===== src/rtl/inst_fetch_ctrl_pkg.sv =====
// Shared definitions for the instruction fetch controller: word widths, NOP encoding, FSM states.
// Latency: none (types, constants and a pure function only).
// Backpressure: not applicable.
package inst_fetch_ctrl_pkg;

  // Width of architectural register values (miss counter, default instruction word).
  localparam int REG_VALUE_W = 16;

  // Instruction word presented while the fetch stage has nothing valid to hand on.
  localparam logic [REG_VALUE_W-1:0] NOP_WORD_DEF = 16'h0800;

  // Fetch FSM encodings.
  typedef enum logic [1:0] {
    IDLE = 2'd0,
    REQ  = 2'd1,
    DROP = 2'd2
  } fetch_state_t;

  // Counter increment that sticks at all-ones instead of wrapping.
  function automatic logic [REG_VALUE_W-1:0] sat_inc(input logic [REG_VALUE_W-1:0] v);
    return (v == {REG_VALUE_W{1'b1}}) ? v : v + 1'b1;
  endfunction

endpackage


===== src/rtl/inst_fetch_ctrl_if.sv =====
// Read-request bus between the fetch controller and the RAM arbiter.
// Latency: n/a; ram_rdata is valid in the same cycle ram_ack pulses.
// Backpressure: requester holds ram_req/ram_addr stable until ram_ack.
interface inst_fetch_ctrl_if
  import inst_fetch_ctrl_pkg::*;
#(
  parameter int ADDR_W = 16,
  parameter int DATA_W = REG_VALUE_W
);
  logic              ram_req;
  logic [ADDR_W-1:0] ram_addr;
  logic              ram_ack;
  logic [DATA_W-1:0] ram_rdata;

  modport master (output ram_req, ram_addr, input ram_ack, ram_rdata);
  modport slave  (input ram_req, ram_addr, output ram_ack, ram_rdata);
endinterface


===== src/rtl/inst_fetch_ctrl_line_store.sv =====
// Direct-mapped instruction line store: valid/tag/data arrays, one write port, one lookup port.
// Latency: lookup is combinational; writes and flush take effect at the next rising edge.
// Backpressure: none; a flush in the same cycle as a write wins and nothing is stored.
module inst_line_store #(
  parameter int DEPTH  = 4,
  parameter int IDX_W  = 2,
  parameter int TAG_W  = 14,
  parameter int DATA_W = 16
) (
  input  logic              clk,
  input  logic              rst,
  input  logic              flush,
  input  logic              wr_en,
  input  logic [IDX_W-1:0]  wr_idx,
  input  logic [TAG_W-1:0]  wr_tag,
  input  logic [DATA_W-1:0] wr_data,
  input  logic [IDX_W-1:0]  rd_idx,
  input  logic [TAG_W-1:0]  rd_tag,
  output logic              rd_hit,
  output logic [DATA_W-1:0] rd_data
);
  logic [DEPTH-1:0]  valid_q;
  logic [TAG_W-1:0]  tag_q  [DEPTH];
  logic [DATA_W-1:0] data_q [DEPTH];

  // Valid bits: cleared by reset or flush, set by a fill of one entry.
  always_ff @(posedge clk or negedge rst) begin
    if (!rst) begin
      valid_q <= '0;
    end else if (flush) begin
      valid_q <= '0;
    end else if (wr_en) begin
      valid_q[wr_idx] <= 1'b1;
    end
  end

  // Tag/data payload is only meaningful behind a valid bit, so it carries no reset.
  always_ff @(posedge clk) begin
    if (wr_en && !flush) begin
      tag_q[wr_idx]  <= wr_tag;
      data_q[wr_idx] <= wr_data;
    end
  end

  assign rd_hit  = valid_q[rd_idx] && (tag_q[rd_idx] == rd_tag);
  assign rd_data = data_q[rd_idx];

endmodule


===== src/rtl/inst_fetch_ctrl.sv =====
// Instruction fetch controller: direct-mapped buffer lookup, miss refill from RAM, flush handling.
// Latency: hit is same-cycle; a miss costs 2 cycles plus RAM wait cycles before the word appears.
// Backpressure: stall_req freezes PC and IF/ID while inst_valid is low; RAM request held until ack.
module inst_fetch_ctrl
  import inst_fetch_ctrl_pkg::*;
#(
  parameter int               ADDR_W   = 16,
  parameter int               DATA_W   = 16,
  parameter int               DEPTH    = 4,
  parameter logic [DATA_W-1:0] NOP_WORD = DATA_W'(NOP_WORD_DEF)
) (
  input  logic                   clk,
  input  logic                   rst,
  input  logic [ADDR_W-1:0]      pc_addr,
  input  logic                   flush,
  output logic [DATA_W-1:0]      inst_out,
  output logic                   inst_valid,
  output logic                   stall_req,
  inst_fetch_ctrl_if.master      ram,
  output logic [REG_VALUE_W-1:0] miss_cnt
);
  localparam int IDX_W = $clog2(DEPTH);
  localparam int TAG_W = ADDR_W - IDX_W;

  fetch_state_t      state;
  logic              ram_req_q;
  logic [ADDR_W-1:0] ram_addr_q;
  logic              rd_hit;
  logic [DATA_W-1:0] rd_data;
  logic              hit;
  logic              fill_en;

  // A fill only lands when the outstanding request is acked and no flush races it.
  assign fill_en = (state == REQ) && ram.ram_ack && !flush;

  inst_line_store #(
    .DEPTH  (DEPTH),
    .IDX_W  (IDX_W),
    .TAG_W  (TAG_W),
    .DATA_W (DATA_W)
  ) u_line_store (
    .clk     (clk),
    .rst     (rst),
    .flush   (flush),
    .wr_en   (fill_en),
    .wr_idx  (ram_addr_q[IDX_W-1:0]),
    .wr_tag  (ram_addr_q[ADDR_W-1:IDX_W]),
    .wr_data (ram.ram_rdata),
    .rd_idx  (pc_addr[IDX_W-1:0]),
    .rd_tag  (pc_addr[ADDR_W-1:IDX_W]),
    .rd_hit  (rd_hit),
    .rd_data (rd_data)
  );

  assign hit        = rd_hit && !flush;
  assign inst_valid = hit;
  assign inst_out   = hit ? rd_data : NOP_WORD;
  assign stall_req  = !hit;

  assign ram.ram_req  = ram_req_q;
  assign ram.ram_addr = ram_addr_q;

  // Miss FSM: launch a refill, wait for the ack, and discard the reply if a flush intervened.
  always_ff @(posedge clk or negedge rst) begin
    if (!rst) begin
      state      <= IDLE;
      ram_req_q  <= 1'b0;
      ram_addr_q <= '0;
      miss_cnt   <= '0;
    end else begin
      case (state)
        IDLE: begin
          if (!hit && !flush) begin
            state      <= REQ;
            ram_req_q  <= 1'b1;
            ram_addr_q <= pc_addr;
            miss_cnt   <= sat_inc(miss_cnt);
          end
        end
        REQ: begin
          if (ram.ram_ack) begin
            state      <= IDLE;
            ram_req_q  <= 1'b0;
            ram_addr_q <= '0;
          end else if (flush) begin
            state <= DROP;
          end
        end
        DROP: begin
          if (ram.ram_ack) begin
            state      <= IDLE;
            ram_req_q  <= 1'b0;
            ram_addr_q <= '0;
          end
        end
        default: begin
          state      <= IDLE;
          ram_req_q  <= 1'b0;
          ram_addr_q <= '0;
        end
      endcase
    end
  end

endmodule


===== src/flat_wrapper.sv =====
// flat-port wrapper written by rule: the top's interface ports become plain ports
module inst_fetch_ctrl_flat import inst_fetch_ctrl_pkg::*;
#(
  parameter int               ADDR_W   = 16,
  parameter int               DATA_W   = 16,
  parameter int               DEPTH    = 4,
  parameter logic [DATA_W-1:0] NOP_WORD = DATA_W'(NOP_WORD_DEF)
)
  (clk, rst, pc_addr, flush, inst_out, inst_valid, stall_req, miss_cnt, ram_ram_req, ram_ram_addr, ram_ram_ack, ram_ram_rdata);
  inst_fetch_ctrl_if #(.ADDR_W(ADDR_W), .DATA_W(DATA_W)) ram_i ();
  input  logic clk;
  input  logic rst;
  input  logic [ADDR_W-1:0] pc_addr;
  input  logic flush;
  output logic [DATA_W-1:0] inst_out;
  output logic inst_valid;
  output logic stall_req;
  output logic [REG_VALUE_W-1:0] miss_cnt;
  output wire logic [$bits(ram_i.ram_req)-1:0] ram_ram_req;
  output wire logic [$bits(ram_i.ram_addr)-1:0] ram_ram_addr;
  input wire logic [$bits(ram_i.ram_ack)-1:0] ram_ram_ack;
  input wire logic [$bits(ram_i.ram_rdata)-1:0] ram_ram_rdata;
  assign ram_ram_req = ram_i.ram_req;
  assign ram_ram_addr = ram_i.ram_addr;
  assign ram_i.ram_ack = ram_ram_ack;
  assign ram_i.ram_rdata = ram_ram_rdata;
  inst_fetch_ctrl #(.ADDR_W(ADDR_W), .DATA_W(DATA_W), .DEPTH(DEPTH), .NOP_WORD(NOP_WORD)) u_core (.clk(clk), .rst(rst), .pc_addr(pc_addr), .flush(flush), .inst_out(inst_out), .inst_valid(inst_valid), .stall_req(stall_req), .ram(ram_i), .miss_cnt(miss_cnt));
endmodule

===== config.mk =====
export PLATFORM = sky130hd
export DESIGN_NAME = inst_fetch_ctrl_flat
export DESIGN_NICKNAME = d
export VERILOG_FILES = /design/src/rtl/inst_fetch_ctrl_pkg.sv /design/src/rtl/inst_fetch_ctrl_if.sv /design/src/rtl/inst_fetch_ctrl_line_store.sv /design/src/rtl/inst_fetch_ctrl.sv /design/src/flat_wrapper.sv
export SDC_FILE = /design/constraint.sdc
export NUM_CORES = 1
export LEC_CHECK = 0
export ABC_CLOCK_PERIOD_IN_PS = 8100
export CAP_MARGIN = 20
export CORE_MARGIN = 1.5
export CORE_UTILIZATION = 59
export DETAILED_ROUTE_END_ITERATION = 16
export GPL_TIMING_DRIVEN = 0
export PLACE_DENSITY = 0.81
export SETUP_SLACK_MARGIN = 0.3
export SLEW_MARGIN = 20
export SYNTH_ARGS = -nofsm -noshare
export SYNTH_HDL_FRONTEND = slang
export SYNTH_SLANG_ARGS = --single-unit

===== constraint.sdc =====
create_clock -name clk -period 8.1 [get_ports clk]
set_clock_uncertainty 0.15 [all_clocks]
set_input_delay 1.62 -clock clk [delete_from_list [all_inputs] [get_ports clk]]
set_output_delay 1.62 -clock clk [all_outputs]
set_load 0.05 [all_outputs]

==> run_results.csv <==
group,metric,value,unit
pwr,switching_share,33.3,%
clocking,cts_buffer_depth,2,
placement,portBuffers,84,
timing,setup_viol_count_final,0,
synthesis,synth_top_area_share,53.4,%
die,rows,38,
timing,tightestPinTransition,0.923,ns
final_layout,antennaDiodeCount,0,
clocking,post_cts_resize_count,0,
grt,grt_max_degree,26,
timing,post-route-period-util,81.4,%
pwr,clockPowerShare,30.6,%
timing,hold_violations,0,
grt,use_met2,41.7,%
timing,clock.fmax,152,MHz
grt,met1_usage,34.1,%
grt,grt_usage,25.5,%
synthesis,async_flop_share,24.5,%
synthesis,ys.flop_type,"edfxtp_1",
run_status,status,"complete, no violations",
detailed_routing,num_vias,4082,
critical_path,required,6.33,ns
clocking,clockRootBuffer,"clkbuf_16",
clocking,cts_buffers,17,
pwr,p_comb_share,25.9,%
pwr,seq_power_share,43.5,%
synthesis,yosysMostFrequentCell,"edfxtp_1",
critical_path,cp-end-kind,"output pin",
detailed_routing,wl,14400,um
clocking,clock_latency,0.42,ns
final_layout,syn2layout_area_growth,26.3,%
die,ios,87,
clocking,clk_pin_slew,0.06,ns
synthesis,synthTopCellsByArea,"edfxtp_1, dfrtp_1, mux4_2",
grt,antenna_found_initial,0,
critical_path,start_kind,"primary input",
grt,grt.busiest_layer,"met2",
worst_hold_path,hp-class,"reg2reg",
clocking,clock_sinks,159,
critical_path,arrival,4.82,ns
pwr,power,2.62,mW
clocking,post_cts_buffers,0,
grt,grt_pass1_wl,22300,um
synthesis,synthTopCellsByCount,"edfxtp_1, nand2_1, dfrtp_1",
grt,grt-ovfl-total,0,
critical_path,crit_fanout,10,
detailed_routing,vias_per_cell,5.95,
die,start_util,61.4,%
synthesis,seq_area_frac_synth,67.9,%
placement,gp_congestion,0.839,
die,chipHeight,110,um
clocking,cts_tree,"built",
critical_path,crit_type,"in2out",
die,fp.dieW,110,um
pwr,power_density,307,nW/um2
timing,slew_viol_final,0,
final_layout,fin_nets,573,
detailed_routing,postRouteAntennaNets,0,
die,design.core.area,11000,um2
synthesis,synth_warnings,0,
timing,tns,0,ns
die,die_area,12100,um2
synthesis,synth-edff-count,120,
placement,place_hpwl,9460,um
grt,met3_usage,5.57,%
worst_hold_path,holdPathStages,1,
grt,first_global_vias,4304,
detailed_routing,drt-pass1-iter-count,6,
timing,relSlewSlack,38.5,%
detailed_routing,drtIter0Drc,348,
synthesis,ys_types,51,
detailed_routing,wl_per_cell,21.0,um
run,cap_violations,0,
pwr,leakage,3.09,nW
synthesis,syn_area,6740,um2
synthesis,yosysTopAreaCell,"edfxtp_1",
synthesis,synthCells,422,
pwr,p_int,1.75,mW
clocking,htreeDepth,4,
detailed_routing,drc,0,
synthesis,avgSynthCellArea,16.0,um2
synthesis,yosys_register_bits,159,
timing,period_minus_slack,6.59,ns
pwr,ir_worst_vdd,0.243,mV
synthesis,syn_nets,462,
pwr,p_sw,0.871,mW
final_layout,layout-drive-gt1-share,17.2,%
critical_path,reg2regPathDepth,9,
timing,rsz0062_at_grt,"false",
clocking,hold_buffers,0,
-- critical path, cell delays in order --
cell and delay, ns:
buf_2 0.17, buf_2 0.33, mux2i_1 0.33, nor2_1 0.09, a2111oi_0 0.43, a31o_2 0.20
nand4_1 0.22, nand2b_4 0.27, buf_2 0.20, nor2b_1 0.13, clkdlybuf4s50_1 0.81
-- per-layer routing --
metal	routed length, um	vias to the layer above	share of wire (%)
met5	0	-	0
met4	214	0	1.5
met3	979	32	6.8
met2	7180	176	50
met1	6050	2042	42
li1	-	1832	-
-- cell families (layout without fill, tap and decap cells) --
group | after synthesis | in the layout | share of synthesized area [%]
flops | 159 | 159 | 67.9
simple gates | 115 | 115 | 9.54
compound gates | 45 | 45 | 5.75
mux | 38 | 38 | 10.1
buf+inv | 34 | 158 | 2.43
xor+xnor | 27 | 27 | 3.51
fa+ha+maj | 4 | 4 | 0.742
-- sequential cells by signal (all words and copies together) (netlist names) --
name                         count
u_core.u_line_store.tag_q       56
u_core.u_line_store.data_q      64
u_core.ram.ram_addr             16
u_core.u_line_store.valid_q      4
u_core.miss_cnt                 16
u_core.ram.ram_req               1
u_core.state                     2
-- power by group through the flow --
stage	registers [mW]	logic (mW)	clock network, mW
after global routing	1.16	0.717	0.839
after detailed placement	1.15	0.674	0
after floorplan	1.32	0.237	0
after global placement	1.14	0.646	0
final	1.14	0.679	0.800
after CTS	1.14	0.680	0.809
-- through the flow --
stage,hold slack (ns),instances,area (um2),utilization (%),setup slack (ns)
global placement,0.307,646,7760,70.7,0.848
floorplan,0.291,422,6740,-,2.15
CTS,0.329,686,8520,77.5,1.54
finish,0.326,686,8520,77.5,1.51
detailed placement,0.317,654,7910,72.0,1.55
global route,0.336,686,8520,77.5,1.38
-- area by class of cell --
class	count	area, um2
clock buffer	21	470
tap	140	175
sequential	159	4580
fill	625	2470
timing repair buffer	92	972
multi-input combinational	229	2020
inverter	12	45.0
clock inverter	11	133
buffer	22	119
-- path summary, 6_finish.rpt --
path	end	startpoint	slack, ns
min in group asynchronous	u_core.miss_cnt[10]$_DFFE_PN0P_	rst	1.02
worst min-delay path	u_core.u_line_store.valid_q[2]$_DFFE_PN0P_	u_core.u_line_store.valid_q[2]$_DFFE_PN0P_	0.33
max in group asynchronous	u_core.ram.ram_addr[12]$_DFFE_PN0P_	rst	6.30
worst max register to register	u_core.ram.ram_addr[6]$_DFFE_PN0P_	u_core.u_line_store.tag_q[2][9]$_DFFE_PP_	5.43
worst min register to register	u_core.u_line_store.valid_q[2]$_DFFE_PN0P_	u_core.u_line_store.valid_q[2]$_DFFE_PN0P_	0.33
worst max-delay path	inst_out[7]	pc_addr[1]	1.51
-- placed cells by master, fill, tap and decap left out, drive strengths merged, types with 4 or more instances in the layout --
| cell | n |
|---|---|
| xnor2 | 23 |
| nand3b | 14 |
| edfxtp | 120 |
| clkbuf | 30 |
| o211ai | 16 |
| inv | 14 |
| clkdlybuf4s50 | 83 |
| mux2i | 12 |
| nand2 | 40 |
| nand4 | 7 |
| and3 | 8 |
| mux4 | 24 |
| a21oi | 4 |
| nor2 | 6 |
| o21ai | 4 |
| ha | 4 |
| dfrtp | 39 |
| buf | 22 |
| xor2 | 4 |
| nor2b | 17 |
| clkinv | 4 |
| nand3 | 10 |
Note: power is estimated with default switching activity, not from simulation.
